<file path="src/rtl/async_fifo_read_ctrl_if.sv">
// Consumer-side handshake of the async FIFO read channel: pop request, head data, status flags.
interface async_fifo_read_ctrl_if #(
    parameter int FIFO_DATA_WIDTH = 32
);
    logic                       read_fifo_pop;
    logic [FIFO_DATA_WIDTH-1:0] read_data;
    logic                       read_fifo_empty;
    logic                       read_fifo_underflow;

    modport master (
        output read_fifo_pop,
        input  read_data,
        input  read_fifo_empty,
        input  read_fifo_underflow
    );

    modport slave (
        input  read_fifo_pop,
        output read_data,
        output read_fifo_empty,
        output read_fifo_underflow
    );
endinterface

</file>
<file path="src/rtl/async_fifo_read_ctrl.sv">
// Read-domain controller of the async FIFO: read pointer, write-pointer sync, empty/underflow, registered data.
// Optional occupancy output read_fifo_level is enabled by defining ASYNC_FIFO_READ_LEVEL_EN.
module async_fifo_read_ctrl #(
    parameter int FIFO_DATA_WIDTH = 32,
    parameter int FIFO_ADDR_WIDTH = 4,
    parameter int SYNC_STAGES     = 2
) (
    input  logic                       read_clk,
    input  logic                       read_reset_n,
    async_fifo_read_ctrl_if.slave      rd,
    input  logic [FIFO_ADDR_WIDTH:0]   wptr_gray,
    output logic [FIFO_ADDR_WIDTH:0]   rptr_gray,
    output logic [FIFO_ADDR_WIDTH-1:0] mem_raddr,
    input  logic [FIFO_DATA_WIDTH-1:0] mem_rdata
`ifdef ASYNC_FIFO_READ_LEVEL_EN
    ,
    output logic [FIFO_ADDR_WIDTH:0]   read_fifo_level
`endif
);

    localparam int PW = FIFO_ADDR_WIDTH + 1;

    function automatic logic [PW-1:0] bin2gray(input logic [PW-1:0] b);
        return b ^ (b >> 1);
    endfunction

`ifdef ASYNC_FIFO_READ_LEVEL_EN
    function automatic logic [PW-1:0] gray2bin(input logic [PW-1:0] g);
        logic [PW-1:0] b;
        b[PW-1] = g[PW-1];
        for (int i = PW - 2; i >= 0; i--) begin
            b[i] = b[i+1] ^ g[i];
        end
        return b;
    endfunction
`endif

    logic [PW-1:0]              rbin_p0;
    logic [PW-1:0]              rgray_p0;
    logic [PW-1:0]              wsync_p  [SYNC_STAGES];
    logic                       empty_p0;
    logic                       underflow_p0;
    logic [FIFO_DATA_WIDTH-1:0] data_p0;

    logic                       pop_ok;
    logic [PW-1:0]              rbin_next;
    logic [PW-1:0]              rgray_next;
    logic [PW-1:0]              wsync;

    assign pop_ok     = rd.read_fifo_pop & ~empty_p0;
    assign rbin_next  = rbin_p0 + {{(PW-1){1'b0}}, pop_ok};
    assign rgray_next = bin2gray(rbin_next);
    assign wsync      = wsync_p[SYNC_STAGES-1];

`ifdef ASYNC_FIFO_READ_LEVEL_EN
    logic [PW-1:0] level_p0;
    logic [PW-1:0] wbin;

    assign wbin            = gray2bin(wsync);
    assign read_fifo_level = level_p0;
`endif

    // Flag and level compare against the post-pop pointer so full-rate pops never overrun.
    always_ff @(posedge read_clk) begin
        if (!read_reset_n) begin
            rbin_p0      <= '0;
            rgray_p0     <= '0;
            for (int i = 0; i < SYNC_STAGES; i++) begin
                wsync_p[i] <= '0;
            end
            empty_p0     <= 1'b1;
            underflow_p0 <= 1'b0;
            data_p0      <= '0;
`ifdef ASYNC_FIFO_READ_LEVEL_EN
            level_p0     <= '0;
`endif
        end else begin
            wsync_p[0] <= wptr_gray;
            for (int i = 1; i < SYNC_STAGES; i++) begin
                wsync_p[i] <= wsync_p[i-1];
            end
            rbin_p0      <= rbin_next;
            rgray_p0     <= rgray_next;
            empty_p0     <= (rgray_next == wsync);
            underflow_p0 <= rd.read_fifo_pop & empty_p0;
            if (pop_ok) begin
                data_p0 <= mem_rdata;
            end
`ifdef ASYNC_FIFO_READ_LEVEL_EN
            level_p0     <= wbin - rbin_next;
`endif
        end
    end

    assign rd.read_data           = data_p0;
    assign rd.read_fifo_empty     = empty_p0;
    assign rd.read_fifo_underflow = underflow_p0;
    assign rptr_gray              = rgray_p0;
    assign mem_raddr              = rbin_p0[FIFO_ADDR_WIDTH-1:0];

endmodule

</file>
<file path="src/flat_wrapper.sv">
// flat-port wrapper written by rule: the top's interface ports become plain ports
module async_fifo_read_ctrl_flat 
#(
    parameter int FIFO_DATA_WIDTH = 32,
    parameter int FIFO_ADDR_WIDTH = 4,
    parameter int SYNC_STAGES     = 2
)
  (read_clk, read_reset_n, wptr_gray, rptr_gray, mem_raddr, mem_rdata, rd_read_fifo_pop, rd_read_data, rd_read_fifo_empty, rd_read_fifo_underflow);
  async_fifo_read_ctrl_if #(.FIFO_DATA_WIDTH(FIFO_DATA_WIDTH)) rd_i ();
  input  logic read_clk;
  input  logic read_reset_n;
  input  logic [FIFO_ADDR_WIDTH:0] wptr_gray;
  output logic [FIFO_ADDR_WIDTH:0] rptr_gray;
  output logic [FIFO_ADDR_WIDTH-1:0] mem_raddr;
  input  logic [FIFO_DATA_WIDTH-1:0] mem_rdata;
  input wire logic [$bits(rd_i.read_fifo_pop)-1:0] rd_read_fifo_pop;
  output wire logic [$bits(rd_i.read_data)-1:0] rd_read_data;
  output wire logic [$bits(rd_i.read_fifo_empty)-1:0] rd_read_fifo_empty;
  output wire logic [$bits(rd_i.read_fifo_underflow)-1:0] rd_read_fifo_underflow;
  assign rd_i.read_fifo_pop = rd_read_fifo_pop;
  assign rd_read_data = rd_i.read_data;
  assign rd_read_fifo_empty = rd_i.read_fifo_empty;
  assign rd_read_fifo_underflow = rd_i.read_fifo_underflow;
  async_fifo_read_ctrl #(.FIFO_DATA_WIDTH(FIFO_DATA_WIDTH), .FIFO_ADDR_WIDTH(FIFO_ADDR_WIDTH), .SYNC_STAGES(SYNC_STAGES)) u_core (.read_clk(read_clk), .read_reset_n(read_reset_n), .rd(rd_i), .wptr_gray(wptr_gray), .rptr_gray(rptr_gray), .mem_raddr(mem_raddr), .mem_rdata(mem_rdata));
endmodule
</file>
<file path="config.mk">
export PLATFORM = sky130hd
export DESIGN_NAME = async_fifo_read_ctrl_flat
export DESIGN_NICKNAME = d
export VERILOG_FILES = /design/src/rtl/async_fifo_read_ctrl_if.sv /design/src/rtl/async_fifo_read_ctrl.sv /design/src/flat_wrapper.sv
export SDC_FILE = /design/constraint.sdc
export NUM_CORES = 1
export LEC_CHECK = 0
export CAP_MARGIN = 20
export CORE_UTILIZATION = 38
export CTS_CLUSTER_DIAMETER = 30
export DETAILED_ROUTE_END_ITERATION = 12
export GPL_TIMING_DRIVEN = 1
export PLACE_DENSITY = 0.86
export REMOVE_ABC_BUFFERS = 1
export SLEW_MARGIN = 20
export SYNTH_ARGS = -nofsm -noshare
export SYNTH_HDL_FRONTEND = slang
export SYNTH_SLANG_ARGS = --single-unit
export TNS_END_PERCENT = 50
</file>
<file path="constraint.sdc">
create_clock -name read_clk -period 2.4 [get_ports read_clk]
set_clock_uncertainty 0.05 [all_clocks]
set_input_delay 0.48 -clock read_clk [delete_from_list [all_inputs] [get_ports read_clk]]
set_output_delay 0.48 -clock read_clk [all_outputs]
set_load 0.1 [all_outputs]
</file>
### After elaboration in Yosys (flattened, before gate mapping)

Memories as Yosys holds them, arrays and structs flattened.
Index checks and enable logic that the tools add are counted.

| storage, ports and cells | value |
|---|---|
| flip-flop bits (word level) | 44 |
| RAM bits | 10 |
| output and inout port bits | 43 |
| logic and storage cells | 18 |
| memories | 1 |

Memories:

| name | depth | bits a word | read ports | clocked after Yosys merged registers in | wr ports | line | text |
|---|---|---|---|---|---|---|---|
| u_core.wsync_p | 2 | 5 | 2 | 0 | 2 | async_fifo_read_ctrl.sv:40 | `logic [PW-1:0] wsync_p [SYNC_STAGES];` |

| cells by class | value |
|---|---|
| add/subtract/negate cells | 1 |
| equal/unequal tests | 1 |
| multiplexer cells | 4 |
| bitwise operators | 6 |

Operators by type and width:

| operator | count |
|---|---|
| $mux 5 | 2 |
| $add 5x1->5 | 1 |
| $eq 5x5->1 | 1 |
| $xor 5x4->5 | 1 |
| $and 1x1->1 | 2 |
| $mux 1 | 2 |
| $or 1x1->1 | 2 |
| $not 1->1 | 1 |

### Depth between registers and ports, before layout

| logic depth | value |
|---|---|
| depth after elaboration | 5 |
| gate-level depth with buffers | 10 |
| depth with buffers taken out | 8 |

### Worst setup path after synthesis

No wires, ideal clock.

| timing path | value |
|---|---|
| path kind | reg2reg |
| from | register u_core.empty_p0 (netlist: u_core.rd.read_fifo_empty) |
| to | register u_core.empty_p0 (netlist: u_core.rd.read_fifo_empty) |
| data arrival time | 2.918 ns |
| required time | 2.254 ns |
| path slack | -0.664 ns |
| stages on the path, launching flop included | 11 |
| path buffers | 2 |
| cell sequence | dfxtp_1 > nand2b_1 > clkbuf_1 > inv_2 > clkbuf_1 > ha_1 > ha_1 > xor2_1 > xnor2_1 > mux2i_1 > o41ai_2 |

| on the way | value |
|---|---|
| word-level cells in the longest chain between the ends | 5 |

Ends and longest elaborated chain:

| element | line | text |
|---|---|---|
| start: declaration | async_fifo_read_ctrl.sv:41 | `logic empty_p0;` |
| start signal: assignment | async_fifo_read_ctrl.sv:84 | `empty_p0 <= (rgray_next == wsync);` |
| $not 1->1 | async_fifo_read_ctrl.sv:50 | `assign pop_ok = rd.read_fifo_pop & ~empty_p0;` |
| $and 1x1->1 | async_fifo_read_ctrl.sv:50 |  |
| $add 5x1->5 | async_fifo_read_ctrl.sv:51 | `assign rbin_next = rbin_p0 + {{(PW-1){1'b0}}, pop_ok};` |
| $xor 5x4->5 | async_fifo_read_ctrl.sv:24 | `return b ^ (b >> 1);` |
| $eq 5x5->1 | async_fifo_read_ctrl.sv:84 |  |

Every way passes these cells.
A chain may end at the register's enable or synchronous reset.

### Worst setup path in the final report

| timing path | value |
|---|---|
| from | input port rd_read_fifo_pop |
| to | register u_core.empty_p0 (netlist: u_core.rd.read_fifo_empty) |

| on the way | value |
|---|---|
| word-level cells in the longest chain between the ends | 4 |

Ends and longest elaborated chain:

| element | line | text |
|---|---|---|
| start: declaration | flat_wrapper.sv:16 | `input wire logic [$bits(rd_i.read_fifo_pop)-1:0] rd_read_fifo_pop;` |
| $and 1x1->1 | async_fifo_read_ctrl.sv:50 |  |
| $add 5x1->5 | async_fifo_read_ctrl.sv:51 |  |
| $xor 5x4->5 | async_fifo_read_ctrl.sv:24 |  |
| $eq 5x5->1 | async_fifo_read_ctrl.sv:84 |  |

Every way passes these cells.

==> results_tabular.tex <==
\begin{tabular}{lr}
\hline
Metric & Value \\
\hline
\multicolumn{2}{l}{\textbf{Outcome}} \\
\quad Result of the run & complete, no violations \\
\multicolumn{2}{l}{\textbf{Logic synthesis}} \\
\quad Sequential element share of the synthesized area & 54.1\% \\
\quad Synth Area in Adders & 1.28\% \\
\quad Post-synthesis mux area share & 0.511\% \\
\quad Count of yosys warnings during synthesis & 0 \\
\quad Dominant combinational cell family by area after synthesis & simple AND/OR/NAND/NOR gates \\
\quad Area share of xor/xnor cells in the synthesized design & 7.08\% \\
\quad Simple-gate area share of the yosys netlist & 20.7\% \\
\quad Count of different cell masters after synthesis & 20 \\
\quad Mapped Cells & 211 \\
\quad Average cell area after synthesis & 9.29 sq um \\
\quad Post-synth design cell area & 0.00196 sq mm \\
\quad Synth Register Bits & 53 \\
\quad Compound-Gate Fraction of Synth Area & 13.8\% \\
\multicolumn{2}{l}{\textbf{Cells and area}} \\
\quad N\_diodes & 0 \\
\quad Final Instance Area & 0.00291 sq mm \\
\quad Number of nets in the final layout & 338 \\
\quad Fraction of layout instances using a drive strength above 1 & 21.2\% \\
\quad Top library cells by usage in the layout, fill and taps aside & 66 x nand2\_1, 53 x dfxtp\_1, 51 x buf\_4 \\
\quad Final core utilization & 60.0\% \\
\quad Area Growth Syn to Fin & 48.4\% \\
\quad Most frequent standard cell in the layout excluding fill and tap cells & nand2\_1 \\
\quad Final cell count without fillers & 364 \\
\multicolumn{2}{l}{\textbf{CTS}} \\
\quad Reg clk slew, reported paths & 90 ps \\
\quad Cts bufs inserted & 5 \\
\quad Root cell of the clock tree & clkbuf\_8 \\
\quad Clock buffer depth & 2 \\
\quad Number of clock sinks seen by CTS & 53 \\
\quad Clock Latency Late Sink & 300 ps \\
\quad TritonCTS clock tree & yes \\
\quad Setup Fix Bufs, Post-CTS & 0 \\
\quad Number of H-tree branching levels & 2 \\
\multicolumn{2}{l}{\textbf{Global route}} \\
\quad Initial antenna violation count & 0 \\
\quad Via count of the first global-routing pass & 1545 \\
\quad Global-route usage over all layers & 16.7\% \\
\quad Global-route wire length before repair & 6760 um \\
\quad Maximum number of pins on one net before global-route repair & 54 \\
\quad Total overflow reported by the global router & 0 \\
\multicolumn{2}{l}{\textbf{Worst setup path}} \\
\quad Maximum fanout along the worst path & 5 \\
\quad Setup slack of the most critical reg-to-reg path & 450 ps \\
\quad Endpoint kind of the worst setup timing path & flip-flop \\
\quad Category of the critical setup timing path & in -> reg \\
\quad Crit path required time & 2570 ps \\
\quad Category of the worst setup path launch point & primary input \\
\quad Data arrival time of the critical path & 2350 ps \\
\multicolumn{2}{l}{\textbf{STA}} \\
\quad Number of hold violations in the final report & 0 \\
\quad Max transition margin & 72.8\% \\
\quad Final Max Slew Viols & 0 \\
\quad Final sum of negative setup slack & 0 ps \\
\quad Highest clock rate & 0.457 GHz \\
\quad Post-layout minimum cycle time & 2190 ps \\
\quad Final Setup Violations & 0 \\
\quad Least-Margin Pin Slew & 408 ps \\
\quad Post-route fraction of the period consumed by the critical path & 91.2\% \\
\multicolumn{2}{l}{\textbf{Floorplan}} \\
\quad DIE AREA & 0.00545 sq mm \\
\quad Boundary Pins & 83 \\
\quad Site row count & 25 \\
\quad Width of the die & 73.8 um \\
\quad Die Y & 73.8 um \\
\quad Starting density of the core & 40.4\% \\
\quad Floorplan core area & 0.00485 sq mm \\
\multicolumn{2}{l}{\textbf{Routing}} \\
\quad Vias per inst & 4.45 \\
\quad DRC violation count after routing & 0 \\
\quad Drt initial violations & 61 \\
\quad Routed wire length & 4130 um \\
\quad DR vias & 1621 \\
\quad Post-route ant nets & 0 \\
\quad Length of the first detailed-routing pass in iterations & 4 \\
\quad Average wire length per cell after detail routing & 11.4 um \\
\multicolumn{2}{l}{\textbf{Placement}} \\
\quad Placed Area & 0.00277 sq mm \\
\quad IO buf count & 82 \\
\quad Final weighted congestion in routability-driven placement & 0.827 \\
\quad Dpl hpwl & 2850 um \\
\quad Total placed cells including tap cells & 356 \\
\multicolumn{2}{l}{\textbf{Power}} \\
\quad Maximum ir drop on the vdd rail & 0.367 mV \\
\quad Total power divided by cell area & 751 mW/mm\^{}2 \\
\quad Leak Pwr & 1.24 nW \\
\quad Overall power consumption & 2.18 mW \\
\multicolumn{2}{l}{\textbf{Min path}} \\
\quad Type of the most critical hold path & reg -> reg \\
\multicolumn{2}{l}{\textbf{Job}} \\
\quad Max capacitance violation total & 0 \\
\hline
\end{tabular}
logic make-up (layout without fill, tap and decap cells):
group                      Yosys count  after routing
muxes                                1              1
buffers and inverters               13             99
xor gates and xnor gates            15             15
adders and majority gates            2              2
and+or+nand+nor                     92             92
DFF                                 53             53
AOI/OAI and AO/OA                   35             35
metrics by stage:
step                hold WS [ps]  setup WS, ps
global placement             366         -62.2
CTS                          390           148
finish                       387           212
detailed placement           367          -168
global route                 410        -0.277
floorplan                    362         -1210
cell type report:
type / count / area (sq um)
Inverter: 1 / 3.75
Multi-Input combinational cell: 145 / 853
Sequential cell: 53 / 1060
Timing Repair Buffer: 90 / 773
Clock buffer: 5 / 68.8
Tap cell: 67 / 83.8
Clock inverter: 3 / 65.1
Fill cell: 438 / 1940
cells in the mapped netlist:
| cell type | instances | area share (%) |
|---|---|---|
| nand4_1 | 1 | 0.32 |
| xor2_2 | 1 | 0.83 |
| nor2b_1 | 2 | 0.64 |
| dfxtp_1 | 53 | 54 |
| o22ai_1 | 1 | 0.32 |
| o41ai_2 | 1 | 0.83 |
| nor2_1 | 1 | 0.19 |
| nand3_1 | 1 | 0.26 |
| a21boi_0 | 17 | 6.5 |
| xnor2_1 | 7 | 3.1 |
| xor2_1 | 7 | 3.1 |
| ha_1 | 2 | 1.3 |
| and3_1 | 2 | 0.64 |
| mux2i_1 | 1 | 0.51 |
| and2_1 | 18 | 5.7 |
| inv_2 | 1 | 0.19 |
| nand2_1 | 66 | 13 |
| a21boi_1 | 16 | 6.1 |
| clkbuf_1 | 12 | 2.3 |
| nand2b_1 | 1 | 0.32 |
where the power goes:
part / switching [mW] / internal [mW] / leakage [nW] / total [mW]
sequential: 0.0222 / 0.926 / 0.433 / 0.948
clock: 0.287 / 0.414 / 0.0681 / 0.701
combinational: 0.379 / 0.156 / 0.741 / 0.534
per-layer routing:
| layer | track usage (%) | vias to the layer above | wire length (um) |
|---|---|---|---|
| met1 | 17.6 | 730 | 1740 |
| met4 | 5.34 | 0 | 34 |
| met3 | 6.58 | 4 | 272 |
| li1 | - | 836 | - |
| met5 | 0 | - | 0 |
| met2 | 30.4 | 51 | 2080 |
final timing paths:
kind / start / end / cells after the start
worst max register to register: u_core.rd.read_fifo_empty / u_core.rd.read_fifo_empty / 8
worst max-delay path: rd_read_fifo_pop / u_core.rd.read_fifo_empty / 9
worst min-delay path: u_core.wsync_p[0][3] / u_core.wsync_p[0][8] / 1
worst min register to register: u_core.wsync_p[0][3] / u_core.wsync_p[0][8] / 1
registers in the layout, indices dropped and copies added (netlist names):
| signal | cells |
|---|---|
| u_core.rd.read_fifo_empty | 1 |
| u_core.rbin_p0 | 5 |
| u_core.rd.read_data | 32 |
| u_core.rptr_gray | 4 |
| u_core.rd.read_fifo_underflow | 1 |
| u_core.wsync_p | 10 |
critical path: stages:
cell	delay [ps]
clkdlybuf4s50_1	470
nand2b_1	90
inv_2	70
ha_1	160
ha_2	250
xor2_1	250
xnor2_1	170
mux2i_1	110
o41ai_2	320
what timing repair did:
action,CTS,global route
endpoints found under the setup margin,0,1
hold buffers,0,0
gates resized for setup,0,1
Power figures use the tool's default switching activity.
